--- src/rtl/graph_unary_lut_stream.sv ---
// Streaming sequencer: reads int8 elements from scratchpad, drives them through the unary-op LUT
// and writes the results back at 1 element/cycle. Optional busy-cycle counter: GRAPH_UNARY_PERF_EN.
module graph_unary_lut_stream #(
    parameter int unsigned ADDR_W = 16,
    parameter int unsigned LEN_W  = 16
) (
    input  logic              clk,
    input  logic              rst_n,
    input  logic              start,
    input  logic [ADDR_W-1:0] src_base,
    input  logic [ADDR_W-1:0] dst_base,
    input  logic [LEN_W-1:0]  length,
    output logic              busy,
    output logic              done,
    output logic              rd_en,
    output logic [ADDR_W-1:0] rd_addr,
    input  logic [7:0]        rd_data,
    output logic [7:0]        lut_addr,
    input  logic [7:0]        lut_data,
    output logic              wr_en,
    output logic [ADDR_W-1:0] wr_addr,
    output logic [7:0]        wr_data,
    output logic [31:0]       perf_cycles
);

    typedef enum logic [1:0] {StIdle, StRead, StDrain, StDone} state_e;

    state_e            state_q, state_d;
    logic [ADDR_W-1:0] src_q, src_d, dst_q, dst_d;
    logic [LEN_W-1:0]  len_q, len_d, i_q, i_d;
    logic              drain_q, drain_d;
    logic              accept;

    // Two-stage pipeline carrying the destination address alongside the in-flight element.
    logic              rd_valid_q, lut_valid_q;
    logic [ADDR_W-1:0] rd_waddr_q, lut_waddr_q;

    always_ff @(posedge clk or negedge rst_n) begin
        if (!rst_n) begin
            state_q <= StIdle;
            src_q   <= '0;
            dst_q   <= '0;
            len_q   <= '0;
            i_q     <= '0;
            drain_q <= 1'b0;
        end else begin
            state_q <= state_d;
            src_q   <= src_d;
            dst_q   <= dst_d;
            len_q   <= len_d;
            i_q     <= i_d;
            drain_q <= drain_d;
        end
    end

    always_comb begin
        state_d = state_q;
        src_d   = src_q;
        dst_d   = dst_q;
        len_d   = len_q;
        i_d     = i_q;
        drain_d = drain_q;
        accept  = 1'b0;
        rd_en   = 1'b0;
        done    = 1'b0;
        unique case (state_q)
            StIdle: begin
                if (start) begin
                    accept  = 1'b1;
                    src_d   = src_base;
                    dst_d   = dst_base;
                    len_d   = length;
                    i_d     = '0;
                    drain_d = 1'b0;
                    state_d = (length == '0) ? StDone : StRead;
                end
            end
            StRead: begin
                rd_en = 1'b1;
                i_d   = i_q + 1'b1;
                if (i_q == len_q - 1'b1) state_d = StDrain;
            end
            StDrain: begin
                drain_d = 1'b1;
                if (drain_q) begin
                    drain_d = 1'b0;
                    state_d = StDone;
                end
            end
            StDone: begin
                done    = 1'b1;
                state_d = StIdle;
            end
            default: state_d = StIdle;
        endcase
    end

    always_ff @(posedge clk or negedge rst_n) begin
        if (!rst_n) begin
            rd_valid_q  <= 1'b0;
            rd_waddr_q  <= '0;
            lut_valid_q <= 1'b0;
            lut_waddr_q <= '0;
        end else begin
            rd_valid_q  <= (state_q == StRead);
            rd_waddr_q  <= dst_q + ADDR_W'(i_q);
            lut_valid_q <= rd_valid_q;
            lut_waddr_q <= rd_waddr_q;
        end
    end

    assign busy     = (state_q != StIdle);
    assign rd_addr  = src_q + ADDR_W'(i_q);
    assign lut_addr = rd_data;
    assign wr_en    = lut_valid_q;
    assign wr_addr  = lut_waddr_q;
    assign wr_data  = lut_data;

`ifdef GRAPH_UNARY_PERF_EN
    logic [31:0] perf_q;

    always_ff @(posedge clk or negedge rst_n) begin
        if (!rst_n) begin
            perf_q <= '0;
        end else if (accept) begin
            perf_q <= '0;
        end else if (busy && (perf_q != 32'hFFFF_FFFF)) begin
            perf_q <= perf_q + 32'd1;
        end
    end

    assign perf_cycles = perf_q;
`else
    assign perf_cycles = '0;
`endif

endmodule

--- config.mk ---
export PLATFORM = sky130hd
export DESIGN_NAME = graph_unary_lut_stream
export DESIGN_NICKNAME = d
export VERILOG_FILES = /design/src/rtl/graph_unary_lut_stream.sv
export SDC_FILE = /design/constraint.sdc
export NUM_CORES = 1
export LEC_CHECK = 0
export BUFFER_PORTS_ARGS = -buffer_cell sky130_fd_sc_hd__buf_2
export CORE_MARGIN = 3
export CORE_UTILIZATION = 58
export DETAILED_ROUTE_END_ITERATION = 8
export PLACE_DENSITY = 0.85
export SYNTH_ARGS = -nofsm -noshare
export SYNTH_HDL_FRONTEND = slang
export SYNTH_SLANG_ARGS = --single-unit
--- constraint.sdc ---
create_clock -name clk -period 8.15 [get_ports clk]
set_input_delay 0 -clock clk [delete_from_list [all_inputs] [get_ports clk]]
set_output_delay 0 -clock clk [all_outputs]
set_load 0.01 [all_outputs]
==> results of run 1 <==
-- worst min-delay path by stage --
stage               depth (start not counted)         from           to
finish                                      0   rd_data[1]  lut_addr[1]
global route                                0   rd_data[7]  lut_addr[7]
CTS                                         0  lut_data[0]   wr_data[0]
detailed placement                          1        rst_n    src_q[13]
global placement                            1        rst_n    src_q[14]
floorplan                                   0        rst_n      drain_q
-- sequential cells by signal (all words and copies together) (netlist names) --
name	cells
wr_en	1
rd_waddr_q	16
state_q	2
src_q	16
len_q	16
wr_addr	16
rd_valid_q	1
i_q	16
dst_q	16
drain_q	1
-- metrics by stage --
step	cell area, um^2	total power [W]
after floorplan	6070	0.000700
after global routing	6940	0.00113
after CTS	6940	0.00108
after detailed placement	6260	0.000763
after global placement	6260	0.000754
final	6940	0.00108
-- kinds of logic after synthesis --
kind of cell    Yosys count  share of synthesized area
compound gates           95                      0.101
xor+xnor                 60                     0.0883
fa+ha+maj                38                     0.0824
buf+inv                  82                     0.0845
flops                   101                      0.425
mux                      45                     0.0851
other cells               1                   0.000630
simple gates            147                      0.133
-- power breakdown --
group	internal, W	leakage (nW)	switching, W
clock network	0.000124	0.0939	0.000183
registers	0.000534	1.33	0.0000393
logic	0.0000939	2.06	0.000103
total	0.000752	3.48	0.000325
-- final cells by class --
cell class                 count  area [um^2]
multi-input combinational    417         3040
fill                         721         2930
sequential                   101         2530
timing repair buffer         136          931
tap                          133          166
clock buffer                  10          138
inverter                      22         82.6
clock inverter                 6         51.3
-- what timing repair did --
item                                   CTS  global route
hold buffers                            49             0
setup endpoints to repair                0             0
endpoints found under the hold margin   72             0
-- placed cells by master, fill, tap and decap left out, types with 3 or more instances in the layout --
master                          netlist  routed
sky130_fd_sc_hd__dfrtp_1            101     101
sky130_fd_sc_hd__buf_2                0      85
sky130_fd_sc_hd__dlygate4sd3_1        0      49
sky130_fd_sc_hd__xnor2_1             46      46
sky130_fd_sc_hd__mux2_2              44      44
sky130_fd_sc_hd__nor2_1              42      42
sky130_fd_sc_hd__ha_1                36      36
sky130_fd_sc_hd__conb_1               1      32
sky130_fd_sc_hd__o21ai_0             28      28
sky130_fd_sc_hd__nand2_1             26      26
sky130_fd_sc_hd__a21oi_1             24      24
sky130_fd_sc_hd__inv_1               22      22
sky130_fd_sc_hd__xor2_1              14      14
sky130_fd_sc_hd__nor3_1              11      11
sky130_fd_sc_hd__nand3_1             11      11
sky130_fd_sc_hd__clkbuf_8             0      10
sky130_fd_sc_hd__or3_1                8       8
sky130_fd_sc_hd__and3_1               7       7
sky130_fd_sc_hd__a211oi_1             6       6
sky130_fd_sc_hd__a21o_1               6       6
sky130_fd_sc_hd__nand4_1              6       6
sky130_fd_sc_hd__nor2b_1              5       5
sky130_fd_sc_hd__o41ai_1              4       4
sky130_fd_sc_hd__a31oi_1              4       4
sky130_fd_sc_hd__nand2b_1             4       4
sky130_fd_sc_hd__nor4_1               4       4
sky130_fd_sc_hd__o21bai_1             3       3
sky130_fd_sc_hd__and2_1               4       3
sky130_fd_sc_hd__o211ai_1             3       3
sky130_fd_sc_hd__nor4_2               3       3
sky130_fd_sc_hd__inv_6                0       3
-- cells in the mapped netlist, types with 4 or more instances --
cell | number | area, um^2
sky130_fd_sc_hd__a21oi_1 | 24 | 120
sky130_fd_sc_hd__nand2b_1 | 4 | 25.0
sky130_fd_sc_hd__mux2_2 | 44 | 495
sky130_fd_sc_hd__inv_1 | 22 | 82.6
sky130_fd_sc_hd__and3_1 | 7 | 43.8
sky130_fd_sc_hd__nand2_1 | 26 | 97.6
sky130_fd_sc_hd__and2_1 | 4 | 25.0
sky130_fd_sc_hd__clkbuf_1 | 9 | 33.8
sky130_fd_sc_hd__ha_1 | 36 | 450
sky130_fd_sc_hd__nor2_1 | 42 | 158
sky130_fd_sc_hd__nor3_1 | 11 | 55.1
sky130_fd_sc_hd__nor2b_1 | 5 | 31.3
sky130_fd_sc_hd__buf_4 | 48 | 360
sky130_fd_sc_hd__xnor2_1 | 46 | 403
sky130_fd_sc_hd__dfrtp_1 | 101 | 2530
sky130_fd_sc_hd__xor2_1 | 14 | 123
sky130_fd_sc_hd__a21o_1 | 6 | 45.0
sky130_fd_sc_hd__nand3_1 | 11 | 55.1
sky130_fd_sc_hd__o21ai_0 | 28 | 140
sky130_fd_sc_hd__nor4_1 | 4 | 25.0
sky130_fd_sc_hd__a211oi_1 | 6 | 45.0
sky130_fd_sc_hd__nand4_1 | 6 | 37.5
sky130_fd_sc_hd__or3_1 | 8 | 50.1
sky130_fd_sc_hd__a31oi_1 | 4 | 25.0
sky130_fd_sc_hd__o41ai_1 | 4 | 35.0
-- worst max-delay path, cell delays in order (launching register included) --
cell                       delay [ns]
sky130_fd_sc_hd__dfrtp_1         0.55
sky130_fd_sc_hd__ha_1            0.26
sky130_fd_sc_hd__inv_1           0.06
sky130_fd_sc_hd__fa_1            0.42
sky130_fd_sc_hd__nor2b_1         0.17
sky130_fd_sc_hd__o21a_1          0.15
sky130_fd_sc_hd__o21ai_0         0.13
sky130_fd_sc_hd__a21oi_1         0.28
sky130_fd_sc_hd__a211oi_1        0.18
sky130_fd_sc_hd__o311ai_0        0.42
sky130_fd_sc_hd__buf_2           0.21
-- layer usage --
metal,track usage,share of wire,up-vias,routed length (um)
met1,0.297,0.41,2170,5450
met2,0.416,0.52,157,6800
met5,0,0,-,0
met3,0.0366,0.053,24,701
met4,0.0804,0.018,0,242
li1,-,-,2164,-
==> insert_results.sql, run 1 <==
INSERT INTO impl_metrics (metric_group, metric, value, unit) VALUES
('logic_synthesis', 'synth.avg_cell_area', '10.5', 'um^2'),
('floorplanning', 'floorplan.die_area', '0.0115', 'mm^2'),
('placement', 'place.detailed.hpwl', '9590', 'um'),
('placement', 'port_buffers', '86', ''),
('placement', 'final_gp_congestion', '0.978', ''),
('route', 'avgViaCountPerCell', '5.47', ''),
('route', 'drtIter0Drc', '260', ''),
('timing', 'min_period_over_period', '0.392', ''),
('logic_synthesis', 'ys_seq_elements', '101', ''),
('global_route', 'wire_length_of_the_first_global_routing_pass', '21700', 'um'),
('setup_path', 'worstRegToRegCells', '8', ''),
('timing', 'final.hold.worst_slack', '0.00000381', 'ns'),
('setup_path', 'path_max_fanout', '8', ''),
('route', 'routed_wl', '13200', 'um'),
('hold_path', 'hp-class', 'in2out', ''),
('global_route', 'grt_antenna_before_repair', '0', ''),
('clocking', 'clk_pin_slew_worst_paths', '0.10', 'ns'),
('route', 'detail-route-antenna-nets', '0', ''),
('timing', 'finalSetupViolCount', '0', ''),
('outcome', 'run_status', 'finished clean', ''),
('logic_synthesis', 'syn_area', '0.00595', 'mm^2'),
('setup_path', 'worst-r2r-setup-slack', '5.11', 'ns'),
('setup_path', 'worst_r2r_startpoint', 'len_q[0]', ''),
('timing', 'fmax', '0.313', 'GHz'),
('timing', 'fin_tns_setup', '0', 'ns'),
('timing', 'worstMarginPinSlew', '0.982', 'ns'),
('route', 'via_count', '4515', ''),
('setup_path', 'worst-endpoint-arrival', '3.20', 'ns'),
('timing', 'maxSlewHeadroom', '0.346', ''),
('global_route', 'grt_max_degree', '78', ''),
('final_layout', 'finish.net_count', '792', ''),
('timing', 'clock-skew-final', '0.00612', 'ns'),
('setup_path', 'worstSetupEndpoint', 'rd_addr[14]', ''),
('floorplanning', 'die_width', '107', 'um'),
('final_layout', 'areaGrowthSynthToFinish', '16.5', '%'),
('clocking', 'tritoncts_buffers', '9', ''),
('floorplanning', 'ios', '151', ''),
('timing', 'timing_hold_violations_final', '0', ''),
('timing', 'finalWorstPathRequiredPeriod', '3.20', 'ns'),
('setup_path', 'timing.critical_path.from_type', 'flop', ''),
('logic_synthesis', 'ys_seq_area_frac', '0.425', ''),
('logic_synthesis', 'yosysWarnings', '0', ''),
('global_route', 'grt.total_usage', '0.236', ''),
('floorplanning', 'die-height', '107', 'um'),
('logic_synthesis', 'synth_enable_flop_cells', '0', ''),
('logic_synthesis', 'ys_types', '58', ''),
('clocking', 'postCtsSetupBuffers', '0', ''),
('logic_synthesis', 'postSynth.topFlopCell', 'sky130_fd_sc_hd__dfrtp_1', ''),
('final_layout', 'antenna_cells', '0', ''),
('placement', 'placed_instances', '760', ''),
('placement', 'pre_cts_slack', '5.15', 'ns'),
('setup_path', 'endpoint_kind', 'output pin', ''),
('logic_synthesis', 'syn_inst', '569', ''),
('logic_synthesis', 'synthArstFlopShare', '1.00', ''),
('global_route', 'globalRouteOverflowTotal', '0', ''),
('final_layout', 'postLayoutCoreUtil', '0.703', ''),
('setup_path', 'crit-reg2reg-capture', 'state_q[1]', ''),
('clocking', 'cts_repair_resize_count', '0', ''),
('timing', 'grt_setup_unrepaired', 'no', ''),
('route', 'drt-wirelength-per-cell', '16.0', 'um'),
('power', 'powerDensity', '155', 'mW/mm^2'),
('floorplanning', 'effective_utilization_at_floorplan', '0.604', ''),
('timing', 'timing.final.ws_setup', '4.95', 'ns'),
('global_route', 'grt_pass1_vias', '4577', ''),
('setup_path', 'worstPathRequired', '8.15', 'ns'),
('clocking', 'max-clock-path-buffers', '2', ''),
('floorplanning', 'floorplan.core_area', '0.00986', 'mm^2'),
('floorplanning', 'fp-row-count', '36', ''),
('clocking', 'cts_max_level', '3', ''),
('flow_run', 'drv_cap', '0', ''),
('route', 'detailedRoute.firstPassIterationCount', '4', ''),
('setup_path', 'worst_setup_path_startpoint', 'i_q[0]', ''),
('timing', 'max_slew_violation_total_from_the_final_report', '0', ''),
('route', 'drc', '0', ''),
('clocking', 'worstSkewPairLatency', '0.38', 'ns'),
('power', 'power.ir.vdd_worst', '100', 'uV'),
('setup_path', 'worstSetupPathType', 'reg2out', ''),
('clocking', 'cts_sinks', '101', ''),
('final_layout', 'finish.cell_count_without_fillers', '825', ''),
('clocking', 'clock-root-buffer', 'sky130_fd_sc_hd__clkbuf_8', ''),
('clocking', 'cts_tree', 'built', ''),
('power', 'p_leak', '3.48', 'nW'),
('final_layout', 'drive_above_1_share', '0.231', '');
Power figures use the tool's default switching activity.
==> inputs of run 2 (changes only) <==
--- a/config.mk
+++ b/config.mk
@@ -7,9 +7,9 @@
 export LEC_CHECK = 0
 export BUFFER_PORTS_ARGS = -buffer_cell sky130_fd_sc_hd__buf_2
 export CORE_MARGIN = 3
-export CORE_UTILIZATION = 58
+export CORE_UTILIZATION = 49
 export DETAILED_ROUTE_END_ITERATION = 8
-export PLACE_DENSITY = 0.85
+export PLACE_DENSITY = 0.77
 export SYNTH_ARGS = -nofsm -noshare
 export SYNTH_HDL_FRONTEND = slang
 export SYNTH_SLANG_ARGS = --single-unit
==> constraint.sdc (replaced) <==
create_clock -name clk -period 2.85 [get_ports clk]
set_input_delay 0 -clock clk [delete_from_list [all_inputs] [get_ports clk]]
set_output_delay 0 -clock clk [all_outputs]
set_load 0.01 [all_outputs]
==> run 2 against run 1 <==
Effect of this change: combinational power rose to 2.9 times the previous value; worst hold slack about the same; total power rose to 3.3 times the previous value; setup slack worse by 4.8 ns; wire length up 1.4%; highest routed layer unchanged; flip-flop and latch count unchanged; die area up 17%; design area up 4.7%; sequential share of layout area down 1.5 points; final cell count up 2.4%; via count up 1.2%; utilization down 8.0 points.
==> insert_results.sql, run 2 (same netlist as run 1, synthesis figures left out) <==
INSERT INTO impl_metrics (metric_group, metric, value, unit) VALUES
('floorplanning', 'fp-row-count', '39', ''),
('setup_path', 'timing.critical_path.from_type', 'flop', ''),
('global_route', 'wire_length_of_the_first_global_routing_pass', '21200', 'um'),
('global_route', 'grt.total_usage', '0.201', ''),
('setup_path', 'endpoint_kind', 'flop', ''),
('timing', 'max_slew_violation_total_from_the_final_report', '0', ''),
('route', 'detailedRoute.firstPassIterationCount', '5', ''),
('setup_path', 'worstPathRequired', '3.08', 'ns'),
('flow_run', 'drv_cap', '0', ''),
('clocking', 'clk_pin_slew_worst_paths', '0.07', 'ns'),
('setup_path', 'worstSetupPathType', 'reg2reg', ''),
('global_route', 'grt_max_degree', '64', ''),
('timing', 'maxSlewHeadroom', '0.518', ''),
('hold_path', 'hp-class', 'in2out', ''),
('floorplanning', 'die-height', '116', 'um'),
('floorplanning', 'effective_utilization_at_floorplan', '0.510', ''),
('route', 'detail-route-antenna-nets', '0', ''),
('timing', 'finalWorstPathRequiredPeriod', '2.74', 'ns'),
('final_layout', 'finish.net_count', '802', ''),
('route', 'avgViaCountPerCell', '5.41', ''),
('clocking', 'cts_sinks', '101', ''),
('clocking', 'max-clock-path-buffers', '2', ''),
('timing', 'timing_hold_violations_final', '0', ''),
('final_layout', 'antenna_cells', '0', ''),
('global_route', 'globalRouteOverflowTotal', '0', ''),
('timing', 'clock-skew-final', '0.00875', 'ns'),
('floorplanning', 'floorplan.die_area', '0.0135', 'mm^2'),
('final_layout', 'layout_commonest_cell', 'sky130_fd_sc_hd__dfrtp_1', ''),
('timing', 'fmax', '0.364', 'GHz'),
('clocking', 'tritoncts_buffers', '9', ''),
('floorplanning', 'ios', '151', ''),
('timing', 'fin_tns_setup', '0', 'ns'),
('placement', 'dpl-instance-area', '0.00634', 'mm^2'),
('floorplanning', 'floorplan.core_area', '0.0117', 'mm^2'),
('power', 'powerDensity', '490', 'mW/mm^2'),
('clocking', 'clock-root-buffer', 'sky130_fd_sc_hd__clkbuf_16', ''),
('route', 'via_count', '4568', ''),
('timing', 'grt_setup_unrepaired', 'no', ''),
('clocking', 'worstSkewPairLatency', '0.34', 'ns'),
('global_route', 'grt_pass1_vias', '4435', ''),
('placement', 'final_gp_congestion', '0.870', ''),
('clocking', 'cts_max_level', '3', ''),
('timing', 'finalSetupViolCount', '0', ''),
('final_layout', 'drive_above_1_share', '0.265', ''),
('placement', 'port_buffers', '86', ''),
('route', 'drtIter0Drc', '240', ''),
('outcome', 'run_status', 'finished clean', ''),
('global_route', 'grt_antenna_before_repair', '0', ''),
('final_layout', 'layout.cells.most_common_list', '94 x sky130_fd_sc_hd__dfrtp_1, 85 x sky130_fd_sc_hd__buf_2, 49 x sky130_fd_sc_hd__dlygate4sd3_1, 46 x sky130_fd_sc_hd__xnor2_1, 44 x sky130_fd_sc_hd__mux2_2', ''),
('timing', 'min_period_over_period', '0.963', ''),
('final_layout', 'fill_cells', '921', ''),
('floorplanning', 'die_width', '116', 'um'),
('placement', 'place.detailed.hpwl', '9730', 'um'),
('setup_path', 'path_max_fanout', '6', ''),
('power', 'power.ir.vdd_worst', '308', 'uV'),
('final_layout', 'finish.instance_area', '0.00727', 'mm^2'),
('clocking', 'cts_tree', 'built', ''),
('setup_path', 'worst-endpoint-arrival', '2.97', 'ns'),
('route', 'routed_wl', '13400', 'um'),
('final_layout', 'areaGrowthSynthToFinish', '22.0', '%'),
('route', 'drc', '0', ''),
('power', 'design_power_total', '0.00356', 'W'),
('route', 'drt-wirelength-per-cell', '15.8', 'um'),
('timing', 'worstMarginPinSlew', '0.722', 'ns'),
('power', 'p_leak', '3.60', 'nW');
run 2: changes by cell type in the layout (fill, tap and decap cells not counted), moves of 7 or more:
cell                        previous run  this run
sky130_fd_sc_hd__buf_4                 2        11
sky130_fd_sc_hd__dfrtp_2               0         7
sky130_fd_sc_hd__clkbuf_8             10         1
sky130_fd_sc_hd__clkbuf_16             0         9
sky130_fd_sc_hd__dfrtp_1             101        94
run 2: critical path, stage by stage, from the launching register on:
cell and delay (ns):
sky130_fd_sc_hd__dfrtp_1 0.42, sky130_fd_sc_hd__inv_1 0.09, sky130_fd_sc_hd__ha_1 0.22, sky130_fd_sc_hd__nor3b_2 0.17, sky130_fd_sc_hd__buf_4 0.16, sky130_fd_sc_hd__a41o_1 0.24
sky130_fd_sc_hd__o211ai_1 0.09, sky130_fd_sc_hd__o211ai_1 0.12, sky130_fd_sc_hd__a221o_1 0.37, sky130_fd_sc_hd__or4b_4 0.50, sky130_fd_sc_hd__a32o_1 0.26
run 2: stage by stage:
stage	hold WS (ns)	cells	util	setup slack, ns
finish	0.00000392	845	0.623	0.106
global route	0.0000167	845	0.623	0.00525
CTS	0.0000686	845	0.617	0.0275
detailed placement	0.0000686	778	0.544	0.0350
global placement	0.0000686	778	0.544	0.155
floorplan	-0.296	600	-	0.126
run 2: path summary, 6_finish.rpt:
check | to | depth (start not counted) | slack [ns] | start
worst max register to register | state_q[1] | 10 | 0.11 | len_q[0]
worst min-delay path | lut_addr[1] | 0 | 0.000004 | rd_data[1]
worst max-delay path | state_q[1] | 10 | 0.11 | len_q[0]
worst min register to register | wr_addr[10] | 0 | 0.35 | rd_waddr_q[10]
min in group asynchronous | src_q[10] | 2 | 0.18 | rst_n
max in group asynchronous | len_q[4] | 3 | 1.95 | rst_n
run 2: what timing repair did:
action / in CTS / in global routing
hold buffers: 49 / 0
endpoints found under the hold margin: 86 / 0
gates resized for setup: 6 / 18
pin swaps: 1 / 5
endpoints found under the setup margin: 3 / 6
setup buffers: 2 / 0
run 2: cell type report:
| type | count | area, um^2 | share of cell area |
|---|---|---|---|
| Clock buffer | 10 | 239 | 0.0329 |
| Clock inverter | 6 | 95.1 | 0.0131 |
| Inverter | 22 | 82.6 | 0.0114 |
| Multi-Input combinational cell | 417 | 3120 | 0.429 |
| Sequential cell | 101 | 2540 | 0.349 |
| Tap cell | 143 | 179 | 0.0246 |
| Timing Repair Buffer | 146 | 1020 | 0.140 |
run 2: routing by layer:
layer,up-vias,share of wire,global-route usage
li1,2176,-,-
met3,27,0.053,0.0378
met4,0,0.019,0.0572
met1,2214,0.42,0.251
met5,-,0,0
met2,151,0.50,0.357
run 2: where the power goes:
group          total (W)  leakage [nW]  internal, W  switching, W
Combinational   0.000569          2.13     0.000271      0.000297
Sequential       0.00164          1.32      0.00153      0.000111
Clock            0.00135         0.157     0.000801      0.000546
Total            0.00356          3.60      0.00261      0.000954
==> inputs of run 3 (changes only) <==
--- a/config.mk
+++ b/config.mk
@@ -10,6 +10,7 @@
 export CORE_UTILIZATION = 49
 export DETAILED_ROUTE_END_ITERATION = 8
 export PLACE_DENSITY = 0.77
+export SETUP_SLACK_MARGIN = 0.2
 export SYNTH_ARGS = -nofsm -noshare
 export SYNTH_HDL_FRONTEND = slang
 export SYNTH_SLANG_ARGS = --single-unit
==> run 3 against run 2 <==
Effect of this change: design area grew 2.7%; non-clock buffer count grew 22; setup slack gained 0.044 ns; die area is the same; global-route usage grew 0.91 points; combinational power grew 12%; total power shrank 4.4%; critical path depth shrank 3; first-iteration DRC count grew 17%; largest power group unchanged.
==> insert_results.sql, run 3 (same netlist as run 1, synthesis figures left out) <==
INSERT INTO impl_metrics (metric_group, metric, value, unit) VALUES
('route', 'drtIter0Drc', '280', ''),
('final_layout', 'fill_cells', '938', ''),
('floorplanning', 'floorplan.core_area', '0.0117', 'mm^2'),
('placement', 'final_gp_congestion', '0.865', ''),
('setup_path', 'timing.critical_path.from_type', 'flop', ''),
('outcome', 'run_status', 'finished clean', ''),
('timing', 'clock-skew-final', '0.0101', 'ns'),
('route', 'via_count', '4649', ''),
('power', 'power.ir.vdd_worst', '417', 'uV'),
('clocking', 'max-clock-path-buffers', '2', ''),
('final_layout', 'finish.cell_count_without_fillers', '867', ''),
('timing', 'finalSetupViolCount', '0', ''),
('setup_path', 'path_max_fanout', '6', ''),
('placement', 'pre_cts_slack', '0.0889', 'ns'),
('floorplanning', 'ios', '151', ''),
('floorplanning', 'fp-row-count', '39', ''),
('route', 'routed_wl', '13900', 'um'),
('timing', 'grt_setup_unrepaired', 'yes', ''),
('route', 'drt-wirelength-per-cell', '16.1', 'um'),
('global_route', 'grt_pass1_vias', '4706', ''),
('setup_path', 'slowest_delay', '0.61', 'ns'),
('setup_path', 'worst_setup_path_startpoint', 'len_q[4]', ''),
('timing', 'finalWorstPathRequiredPeriod', '2.70', 'ns'),
('clocking', 'cts_tree', 'built', ''),
('power', 'p_leak', '3.68', 'nW'),
('setup_path', 'crit-reg2reg-capture', 'state_q[1]', ''),
('timing', 'timing_hold_violations_final', '0', ''),
('global_route', 'wire_length_of_the_first_global_routing_pass', '22200', 'um'),
('global_route', 'globalRouteOverflowTotal', '0', ''),
('clocking', 'clk_pin_slew_worst_paths', '0.07', 'ns'),
('global_route', 'grt_max_degree', '59', ''),
('final_layout', 'layout_commonest_cell', 'sky130_fd_sc_hd__dfrtp_1', ''),
('clocking', 'cts_sinks', '101', ''),
('clocking', 'worstSkewPairLatency', '0.36', 'ns'),
('timing', 'timing.final.ws_setup', '0.150', 'ns'),
('power', 'powerDensity', '456', 'mW/mm^2'),
('flow_run', 'drv_cap', '0', ''),
('timing', 'min_period_over_period', '0.947', ''),
('timing', 'max_slew_violation_total_from_the_final_report', '0', ''),
('setup_path', 'critical-path-top-delay-family', 'simple AND/OR/NAND/NOR gates', ''),
('power', 'design_power_total', '0.00340', 'W'),
('final_layout', 'areaGrowthSynthToFinish', '25.3', '%'),
('floorplanning', 'die-height', '116', 'um'),
('hold_path', 'hold_path.startpoint', 'rd_data[1]', ''),
('setup_path', 'endpoint_kind', 'flop', ''),
('hold_path', 'min_to', 'lut_addr[1]', ''),
('floorplanning', 'floorplan.die_area', '0.0135', 'mm^2'),
('global_route', 'grt.total_usage', '0.210', ''),
('timing', 'fmax', '0.370', 'GHz'),
('floorplanning', 'die_width', '116', 'um'),
('setup_path', 'worstRegToRegCells', '7', ''),
('route', 'detailedRoute.firstPassIterationCount', '4', ''),
('final_layout', 'layout.cells.most_common_list', '97 x sky130_fd_sc_hd__dfrtp_1, 85 x sky130_fd_sc_hd__buf_2, 49 x sky130_fd_sc_hd__dlygate4sd3_1, 46 x sky130_fd_sc_hd__xnor2_1, 44 x sky130_fd_sc_hd__mux2_2', ''),
('floorplanning', 'effective_utilization_at_floorplan', '0.510', ''),
('setup_path', 'worstSetupPathType', 'reg2reg', ''),
('final_layout', 'finish.net_count', '824', ''),
('placement', 'placed_instances', '788', ''),
('hold_path', 'hp-class', 'in2out', ''),
('hold_path', 'timing.hold.worst_path_depth', '0', ''),
('placement', 'place.detailed.hpwl', '10100', 'um'),
('placement', 'port_buffers', '86', ''),
('setup_path', 'worst-endpoint-arrival', '2.94', 'ns'),
('final_layout', 'antenna_cells', '0', ''),
('setup_path', 'critPathSlowestCell', 'sky130_fd_sc_hd__or4_4', ''),
('route', 'drc', '0', ''),
('setup_path', 'worst-r2r-setup-slack', '0.15', 'ns'),
('final_layout', 'drive_above_1_share', '0.305', ''),
('clocking', 'cts_max_level', '3', ''),
('global_route', 'grt_antenna_before_repair', '0', ''),
('setup_path', 'worstPathRequired', '3.09', 'ns'),
('route', 'detail-route-antenna-nets', '0', ''),
('clocking', 'clock-root-buffer', 'sky130_fd_sc_hd__clkbuf_16', ''),
('timing', 'fin_tns_setup', '0', 'ns'),
('setup_path', 'worst_r2r_startpoint', 'len_q[4]', ''),
('clocking', 'tritoncts_buffers', '9', ''),
('setup_path', 'cp_num_buf_inv', '0', ''),
('timing', 'worstMarginPinSlew', '0.715', 'ns'),
('timing', 'maxSlewHeadroom', '0.523', ''),
('setup_path', 'worstPathCellList', 'or4_4 -> nor3_4 -> mux2_4 -> nand2_2 -> a31o_1 -> or4b_4 -> a32o_1', ''),
('route', 'avgViaCountPerCell', '5.36', '');
[run 3: cell types whose count changed in the layout (fill, tap and decap cells not counted), moves of 3 or more]
cell	change
sky130_fd_sc_hd__ha_4	+3
sky130_fd_sc_hd__dfrtp_1	+3
sky130_fd_sc_hd__ha_1	-3
sky130_fd_sc_hd__dfrtp_2	-3
sky130_fd_sc_hd__buf_4	+23
[run 3: timing repair]
item / in CTS / in global routing
pin swaps: 18 / 23
hold buffers: 49 / 0
setup buffers: 11 / 3
gates resized for setup: 21 / 21
endpoints found under the setup margin: 7 / 12
endpoints found under the hold margin: 104 / 0
[run 3: area by class of cell]
type	instances	area (um^2)	share of cell area
clock buffer	12	246	0.0330
clock inverter	4	32.5	0.00436
inverter	22	82.6	0.0111
multi-input combinational	417	3220	0.431
sequential	101	2530	0.339
tap	143	179	0.0240
timing repair buffer	168	1170	0.157
[run 3: worst max path at each step]
| stage | to | slack, ns | cells past startpoint |
|---|---|---|---|
| 2_1_floorplan | state_q[1] | 0.20 | 8 |
| 3_3_place_gp | state_q[1] | 0.15 | 6 |
| 3_5_place_dp | state_q[1] | 0.09 | 7 |
| 4_1_cts | state_q[1] | 0.14 | 7 |
| 5_1_grt | rd_addr[15] | 0.05 | 9 |
| 6_report | state_q[1] | 0.15 | 7 |
[run 3: per-layer routing]
layer | track usage | routed length (um) | vias up
li1 | - | - | 2236
met1 | 0.257 | 5870 | 2234
met2 | 0.364 | 6990 | 145
met3 | 0.0528 | 792 | 34
met4 | 0.0704 | 272 | 0
met5 | 0 | 0 | -
[run 3: metrics by stage]
step | cell area (um^2) | util | hold slack [ns]
3_5_place_dp | 6410 | 0.550 | 0.0000686
5_1_grt | 7460 | 0.640 | 0.0000151
2_1_floorplan | 6080 | - | -0.296
3_3_place_gp | 6410 | 0.550 | 0.0000686
4_1_cts | 7330 | 0.628 | 0.0000686
6_report | 7460 | 0.640 | 0.00000283
[run 3: where the power goes]
group / internal, W / switching, W
registers: 0.00153 / 0.0000825
logic: 0.000297 / 0.000337
clock network: 0.000621 / 0.000533
